## config.mk

```make
export PLATFORM = sky130hd
export DESIGN_NAME = ifetch_queue
export DESIGN_NICKNAME = d
export VERILOG_FILES = /design/src/rtl/ifetch_pkg.sv /design/src/rtl/ifetch_fifo.sv /design/src/rtl/ifetch_queue.sv
export SDC_FILE = /design/constraint.sdc
export NUM_CORES = 1
export LEC_CHECK = 0
export ABC_CLOCK_PERIOD_IN_PS = 4000
export CORE_ASPECT_RATIO = 0.8
export CORE_MARGIN = 1.5
export CORE_UTILIZATION = 40
export DETAILED_ROUTE_END_ITERATION = 8
export GPL_ROUTABILITY_DRIVEN = 0
export PLACE_DENSITY = 0.68
export RECOVER_POWER = 50
export REMOVE_ABC_BUFFERS = 1
export SLEW_MARGIN = 15
export SYNTH_ARGS = -nofsm -noshare
export SYNTH_HDL_FRONTEND = slang
export SYNTH_HIERARCHICAL = 1
export SYNTH_SLANG_ARGS = --single-unit
export TNS_END_PERCENT = 100
```

## constraint.sdc

```tcl
create_clock -name clk -period 4 [get_ports clk]
set_input_delay 0.4 -clock clk [delete_from_list [all_inputs] [get_ports clk]]
set_output_delay 0.4 -clock clk [all_outputs]
set_load 0.01 [all_outputs]
```

## src/rtl/ifetch_pkg.sv

```systemverilog
// ifetch_pkg: shared defaults and entry type for the instruction fetch queue
package ifetch_pkg;
    localparam logic [31:0] BASEADDR_DEFAULT = 32'h0100_0000;
    localparam int DEPTH_DEFAULT = 4;
    localparam logic [31:0] INSN_NOP = 32'h0000_0013;
    typedef struct packed {
        logic [31:0] pc;
        logic [31:0] insn;
    } fetch_entry_t;
endpackage

```

## src/rtl/ifetch_fifo.sv

```systemverilog
// ifetch_fifo: synchronous FIFO of fetch entries with single-cycle flush
module ifetch_fifo
    import ifetch_pkg::*;
#(
    parameter int DEPTH = DEPTH_DEFAULT,
    localparam int AW = $clog2(DEPTH),
    localparam int CW = AW + 1
) (
    input  logic         clk,
    input  logic         rst,
    input  logic         flush,
    input  logic         push,
    input  logic         pop,
    input  fetch_entry_t din,
    output fetch_entry_t dout,
    output logic         full,
    output logic         empty,
    output logic [CW-1:0] count
);
    fetch_entry_t mem [DEPTH];
    logic [AW-1:0] wr_ptr, rd_ptr;
    always_ff @(posedge clk or negedge rst)
        if (!rst) begin
            wr_ptr <= '0;
            rd_ptr <= '0;
            count  <= '0;
        end else if (flush) begin
            wr_ptr <= '0;
            rd_ptr <= '0;
            count  <= '0;
        end else begin
            if (push) wr_ptr <= wr_ptr + 1'b1;
            if (pop) rd_ptr <= rd_ptr + 1'b1;
            count <= count + CW'(push) - CW'(pop);
        end
    always_ff @(posedge clk)
        if (push && !flush) mem[wr_ptr] <= din;
    assign dout  = mem[rd_ptr];
    assign full  = count == CW'(DEPTH);
    assign empty = count == '0;
endmodule

```

## src/rtl/ifetch_queue.sv

```systemverilog
// ifetch_queue: credit-limited instruction prefetch with redirect flush and stale-response dropping
module ifetch_queue
    import ifetch_pkg::*;
#(
    parameter int AWIDTH = 32,
    parameter int DWIDTH = 32,
    parameter logic [AWIDTH-1:0] BASEADDR = AWIDTH'(BASEADDR_DEFAULT),
    parameter int DEPTH = DEPTH_DEFAULT
) (
    input  logic              clk,
    input  logic              rst,
    output logic              imem_req_o,
    output logic [AWIDTH-1:0] imem_addr_o,
    input  logic              imem_gnt_i,
    input  logic              imem_rvalid_i,
    input  logic [DWIDTH-1:0] imem_rdata_i,
    input  logic              redirect_i,
    input  logic [AWIDTH-1:0] redirect_pc_i,
    output logic              insn_valid_o,
    input  logic              insn_ready_i,
    output logic [DWIDTH-1:0] insn_o,
    output logic [AWIDTH-1:0] pc_o
);
    localparam int CW = $clog2(DEPTH) + 1;
    logic [AWIDTH-1:0] fetch_pc, resp_pc, redir_pc;
    logic [CW-1:0] occ, out_cnt, drop_cnt;
    logic xfer, rsp, push, pop, empty, full;
    fetch_entry_t head, entry;
    assign redir_pc     = redirect_pc_i & ~AWIDTH'(3);
    assign rsp          = imem_rvalid_i && out_cnt != '0;
    assign imem_req_o   = rst && !redirect_i && drop_cnt == '0 &&
                          ({1'b0, occ} + {1'b0, out_cnt} < (CW+1)'(DEPTH));
    assign imem_addr_o  = fetch_pc;
    assign xfer         = imem_req_o && imem_gnt_i;
    assign push         = rsp && !redirect_i && drop_cnt == '0;
    assign pop          = insn_valid_o && insn_ready_i && !redirect_i;
    assign insn_valid_o = !empty;
    assign insn_o       = empty ? '0 : DWIDTH'(head.insn);
    assign pc_o         = empty ? '0 : AWIDTH'(head.pc);
    assign entry        = '{pc: 32'(resp_pc), insn: 32'(imem_rdata_i)};
    // out_cnt tracks every request still in flight; the oldest drop_cnt of them are stale
    always_ff @(posedge clk or negedge rst)
        if (!rst) begin
            fetch_pc <= BASEADDR;
            resp_pc  <= BASEADDR;
            out_cnt  <= '0;
            drop_cnt <= '0;
        end else if (redirect_i) begin
            fetch_pc <= redir_pc;
            resp_pc  <= redir_pc;
            out_cnt  <= out_cnt - CW'(rsp);
            drop_cnt <= out_cnt - CW'(rsp);
        end else begin
            if (xfer) fetch_pc <= fetch_pc + AWIDTH'(4);
            if (push) resp_pc <= resp_pc + AWIDTH'(4);
            out_cnt <= out_cnt + CW'(xfer) - CW'(rsp);
            if (rsp && drop_cnt != '0) drop_cnt <= drop_cnt - 1'b1;
        end
    ifetch_fifo #(.DEPTH(DEPTH)) u_fifo (
        .clk(clk), .rst(rst), .flush(redirect_i), .push(push), .pop(pop),
        .din(entry), .dout(head), .full(full), .empty(empty), .count(occ)
    );
    a_no_push_full: assert property (@(posedge clk) disable iff (!rst) !(push && full));
    a_no_orphan_rsp: assert property (@(posedge clk) disable iff (!rst)
        !(imem_rvalid_i && out_cnt == '0 && drop_cnt == '0));
endmodule

```

==> flow_summary.yaml, run 1 <==
final_layout:
  final_layout_size_suffix_gt1_share_pct: 14.6
  final_nets: 1173
  multiInputGateArea_sq_mm: 0.00429
  fin_area_sq_mm: 0.0175
  diodes: 0
  area_growth_pct: 23.5
  fill_cells: 2942
  seqCellArea_sq_mm: 0.00952
timing:
  tns_ns: 0
  maxSlewViolCount: 74
  skew_ns: 0.0105
  slew_headroom_pct: -26.6
  tightestPinTransition_ns: 1.90
  setup_viol: 0
  hold_viol_final: 0
  finalCritPeriodShare_pct: 80.8
  fin_worst_hold_slack_ns: 0.227
  final.min_clock_period_ns: 3.23
  fmax_mhz: 309
  fin_ws_ns: 0.769
  rsz0062_at_grt: "false"
grt:
  antenna_found_initial: 1
  grt_max_degree: 74
  grt.overflow.total: 0
  grt_pass1_wl_mm: 48.0
  grt_usage_pct: 17.4
  grt_pass1_vias: 8366
floorplanning:
  start_util_pct: 40.6
  dieWidth_um: 213
  fp.dieH_um: 171
  rows: 61
  fp.coreArea_sq_mm: 0.0348
  ios: 168
  fp.dieArea_sq_mm: 0.0365
clock_tree:
  cts.clk_slew.worst_paths_ns: 0.06
  cts.sinks: 329
  cts_tree: "yes"
  cts_resized: 0
  cts-root-buf: "clkbuf_16"
  htree_levels: 2
  ctsHoldBuffers: 0
  clk_latency_ns: 0.52
  post-cts-setup-buffers: 0
  cts.path.max_buffers: 3
  cts_buffers: 34
power:
  p_seq_share_pct: 46.2
  power_density_mw_per_mm2: 499
  switching_share_pct: 25.9
  leakage_nw: 5.87
  cellInternalPower_mw: 6.46
  switchingPower_mw: 2.26
  pwr-share-clk_pct: 34.9
  comb_power_share_pct: 18.9
  finalPower_mw: 8.71
  ir_drop_v: 0.000220
yosys:
  yosysWarnings: 6
  synth_area_sq_mm: 0.0141
  netlist_instances: 893
  syn_area_per_cell_sq_um: 15.8
routing:
  drc_errors: 0
  vias: 8404
  ant_nets: 0
  via_per_inst: 5.31
  drt-pass1-iter-count: 5
  dr.first_iter.drc_count: 575
  drt-total-wl_mm: 31.1
  drt-wirelength-per-cell_um: 19.6
flow_run:
  cap_violations: 1
setup_path:
  crit_start: "u_fifo/rd_ptr[0]"
  cp-start-kind: "register"
  max_stage_delay_ns: 0.71
  path_class: "reg -> out"
  crit_required_ns: 3.60
  crit_path_cell_trace: "buf_4 -> mux4_2 -> nor2b_1 -> clkdlybuf4s50_1"
  cp-end-kind: "primary output"
  r2r_start: "out_cnt[2]"
  critPathMaxFanout: 22
  cpMaxStageDelayCell: "dfrtp_4"
  arrival_ns: 2.83
placement:
  dpl.hpwl_mm: 20.1
  io_buffers: 163
  dpl_worst_slack_ns: 1.04
  dpl_cell_area_sq_mm: 0.0164
worst_hold_path:
  min_from: "redirect_i"
  hold_path.class: "in -> reg"
outcome:
  outcome: "finished with violations"
  violations: "capacitance limit, slew limit"
-- power groups by stage --
stage	Sequential (mW)	Clock, mW	Combinational (mW)
after floorplan	4.09	0	0.937
after global placement	4.09	0	1.69
after detailed placement	4.10	0	1.70
after CTS	4.03	3.11	1.71
after global routing	4.05	3.25	1.81
final	4.02	3.04	1.64
-- worst max-delay path: cells and delay by family, from the launching register on --
| kind | cells | cell delay [ns] |
|---|---|---|
| DFF | 1 | 0.71 |
| and+or+nand+nor | 1 | 0.15 |
| muxes | 1 | 0.56 |
| buffers and inverters | 2 | 0.88 |
-- flip-flops by register name, indices dropped and copies added (netlist names) --
name and count:
drop_cnt 3, imem_addr_o 30, out_cnt 3, resp_pc 30, u_fifo/count 3, u_fifo/mem 256
u_fifo/rd_ptr 2, u_fifo/wr_ptr 2
-- through the flow --
step / utilization (%) / instances
2_1_floorplan: - / 862
3_3_place_gp: 47.1 / 1521
3_5_place_dp: 47.1 / 1521
4_1_cts: 50.2 / 1583
5_1_grt: 50.2 / 1583
6_report: 50.2 / 1583
-- placed cells by master (no fill, tap or decap), types with 9 or more instances in the layout --
cell             instances
edfxtp_1               256
clkdlybuf4s50_1         99
dfrtp_1                 69
nor2b_1                 67
mux4_2                  64
nand2_1                 62
dlygate4sd3_1           62
o21ai_0                 37
clkbuf_16               37
nand3_1                 35
nor2_1                  27
inv_1                   26
nand4_1                 18
xnor2_1                 16
ha_1                    16
xor2_1                  15
and3_1                  14
buf_4                   14
a21oi_1                 12
o211ai_1                12
o311ai_0                11
conb_1                  10
nor3_1                   9
clkbuf_1                 9
-- cell type report --
cell class	instances	area share, %
Clock inverter	18	0.659
Inverter	26	0.559
Timing Repair Buffer	187	10.8
Multi-Input combinational cell	507	24.6
Sequential cell	329	54.6
Clock buffer	44	5.51
Tap cell	472	3.38
-- layer usage --
metal / track usage [%] / share of wire (%) / vias to the layer above
met5: 0 / 0.055 / -
met2: 26.0 / 45 / 336
met4: 4.04 / 1.4 / 2
met3: 3.58 / 7.8 / 42
li1: - / - / 3825
met1: 26.0 / 46 / 4199
-- path summary, 6_finish.rpt --
| check | slack, ns | cells after the start | end |
|---|---|---|---|
| worst max-delay path | 0.77 | 4 | insn_o[18] |
| worst min-delay path | 0.23 | 2 | u_fifo/count[1] |
| worst max register to register | 0.83 | 7 | imem_addr_o[26] |
| worst min register to register | 0.56 | 1 | out_cnt[2] |
| max in group asynchronous | 2.01 | 2 | u_fifo/rd_ptr[0] |
| min in group asynchronous | 0.56 | 2 | imem_addr_o[3] |
No activity file was read; power rests on OpenSTA's default activity.
==> inputs of run 2 (changes only) <==
--- a/config.mk
+++ b/config.mk
@@ -5,13 +5,13 @@
 export SDC_FILE = /design/constraint.sdc
 export NUM_CORES = 1
 export LEC_CHECK = 0
-export ABC_CLOCK_PERIOD_IN_PS = 4000
+export ABC_CLOCK_PERIOD_IN_PS = 2700
 export CORE_ASPECT_RATIO = 0.8
 export CORE_MARGIN = 1.5
 export CORE_UTILIZATION = 40
 export DETAILED_ROUTE_END_ITERATION = 8
 export GPL_ROUTABILITY_DRIVEN = 0
-export PLACE_DENSITY = 0.68
+export PLACE_DENSITY = 0.71
 export RECOVER_POWER = 50
 export REMOVE_ABC_BUFFERS = 1
 export SLEW_MARGIN = 15
==> constraint.sdc (replaced) <==
create_clock -name clk -period 2.7 [get_ports clk]
set_input_delay 0.27 -clock clk [delete_from_list [all_inputs] [get_ports clk]]
set_output_delay 0.27 -clock clk [all_outputs]
set_load 0.01 [all_outputs]
==> run 2 against run 1 <==
  * The run now ends clean
  * Sequential cell count unchanged
  * Critical endpoint is now insn_o[14]
  * Global-route usage about the same
  * Largest power group unchanged
  * Routed wire length increased by 0.32%
==> flow_summary.yaml, run 2 (synthesis results as in run 1) <==
floorplanning:
  fp.dieH_um: 171
  ios: 168
  fp.dieArea_sq_mm: 0.0365
  rows: 61
  start_util_pct: 40.6
  dieWidth_um: 213
  fp.coreArea_sq_mm: 0.0348
final_layout:
  multiInputGateArea_sq_mm: 0.00432
  seqCellArea_sq_mm: 0.00952
  largest_reg_flops: 256
  area_growth_pct: 26.0
  largest_register: "u_fifo/mem"
  final_common_cell: "edfxtp_1"
  diodes: 0
  final_cell_mix: "256 x edfxtp_1, 69 x dfrtp_1, 67 x nor2b_1"
  fill_cells: 2908
  final_nets: 1211
  final_cells: 1621
  final_layout_size_suffix_gt1_share_pct: 17.3
clock_tree:
  cts.sinks: 329
  cts.path.max_buffers: 3
  cts-root-buf: "clkbuf_16"
  cts_tree: "yes"
  cts_buffers: 34
  cts.clk_slew.worst_paths_ns: 0.06
  clk_latency_ns: 0.52
  htree_levels: 2
timing:
  finalCritPeriodShare_pct: 97.4
  fin_worst_hold_slack_ns: 0.0523
  tightestPinTransition_ns: 1.19
  tns_ns: 0
  setup_viol: 0
  hold_viol_final: 0
  skew_ns: 0.0161
  fin_ws_ns: 0.0699
  rsz0062_at_grt: "true"
  maxSlewViolCount: 0
  fmax_mhz: 380
  final.min_clock_period_ns: 2.63
  slew_headroom_pct: 20.6
placement:
  dpl_worst_slack_ns: 0.0409
  dp.cells: 1542
  io_buffers: 163
  dpl.hpwl_mm: 20.9
setup_path:
  crit_path_cell_trace: "buf_12 -> buf_16 -> mux4_2 -> nor2b_1 -> clkdlybuf4s50_1"
  cp-end-kind: "primary output"
  r2r_end: "out_cnt[2]"
  arrival_ns: 2.36
  r2r_setup_slack_ns: 0.09
  max_stage_delay_ns: 0.49
  cpMaxStageDelayCell: "mux4_2"
  rr_worst_depth: 11
  path_class: "reg -> out"
  critPathMaxFanout: 14
  cp-start-kind: "register"
  crit_required_ns: 2.43
  crit_start: "u_fifo/rd_ptr[0]"
  r2r_start: "u_fifo/count[2]"
routing:
  ant_nets: 0
  drt-pass1-iter-count: 6
  drc_errors: 0
  drt-wirelength-per-cell_um: 19.2
  dr.first_iter.drc_count: 586
  drt-total-wl_mm: 31.2
  vias: 8525
  via_per_inst: 5.26
grt:
  grt_pass1_wl_mm: 48.2
  grt_max_degree: 65
  grt_pass1_vias: 8483
  grt.overflow.total: 0
  antenna_found_initial: 0
  grt_usage_pct: 17.3
flow_run:
  cap_violations: 0
power:
  ir_drop_v: 0.000499
  power_density_mw_per_mm2: 714
  leakage_nw: 6.56
outcome:
  outcome: "complete, no violations"
worst_hold_path:
  holdPathStages: 2
  hold_end: "drop_cnt[2]"
  hold_path.class: "in -> reg"
  min_from: "redirect_i"
## run 2: cell types whose count changed in the layout (fill, tap and decap cells not counted), sizes merged
cell           previous run  this run
dlygate4sd3              62        63
inv                      26        28
clkinvlp                  2         1
dlymetal6s2s              0        23
bufinv                    1         0
clkinv                   15        16
clkdlybuf4s50            99        48
dlygate4sd2               0        28
clkbuf                   48        51
buf                      22        55
## run 2: worst max-delay path, delay by kind of cell (launching register included)
kind | cells | cell delay (ns)
buffers and inverters | 3 | 0.79
flip-flops | 1 | 0.42
multiplexers | 1 | 0.49
AND/OR/NAND/NOR | 1 | 0.14
## run 2: layout make-up
cell class                 instances  area share [%]
sequential                       329            53.5
clock buffer                      43            4.97
multi-input combinational        507            24.2
inverter                          26           0.548
tap                              472            3.32
clock inverter                    19           0.653
timing repair buffer             225            12.8
## run 2: worst max path at each step
| stage | endpoint | slack, ns | cells past startpoint |
|---|---|---|---|
| 3_5_place_dp | out_cnt[2] | 0.04 | 11 |
| 2_1_floorplan | u_fifo/count[2] | -3.10 | 10 |
| 5_1_grt | out_cnt[2] | -0.07 | 11 |
| 3_3_place_gp | out_cnt[2] | 0.06 | 11 |
| 4_1_cts | pc_o[1] | -0.04 | 5 |
| 6_report | insn_o[14] | 0.07 | 5 |
## run 2: report_power, final
group          switching, mW  internal, mW
Sequential             0.239          5.67
Combinational           1.23          1.34
Clock                   1.89          2.35
## run 2: metal layers
metal  vias to the layer above  global-route usage [%]  wire length, um
li1                       3901                       -                -
met1                      4267                    25.8            14400
met2                       327                    26.5            14000
met3                        30                    3.71             2450
met4                         0                    3.09              373
met5                         -                       0                0
## run 2: metrics by stage
step / power, mW / util [%] / cell area (sq um)
global placement: 8.63 / 47.8 / 16600
global route: 13.3 / 51.2 / 17800
CTS: 12.9 / 50.8 / 17700
finish: 12.7 / 51.2 / 17800
detailed placement: 8.69 / 47.8 / 16600
floorplan: 7.22 / - / 13900
## run 2: what timing repair did
action / in CTS / in global routing
hold endpoints to repair: 18 / 0
cloned: 0 / 0
pin swaps: 0 / 2
hold buffers: 1 / 0
endpoints found under the setup margin: 57 / 29
buffers inserted: 3 / 13
resized for setup: 30 / 25
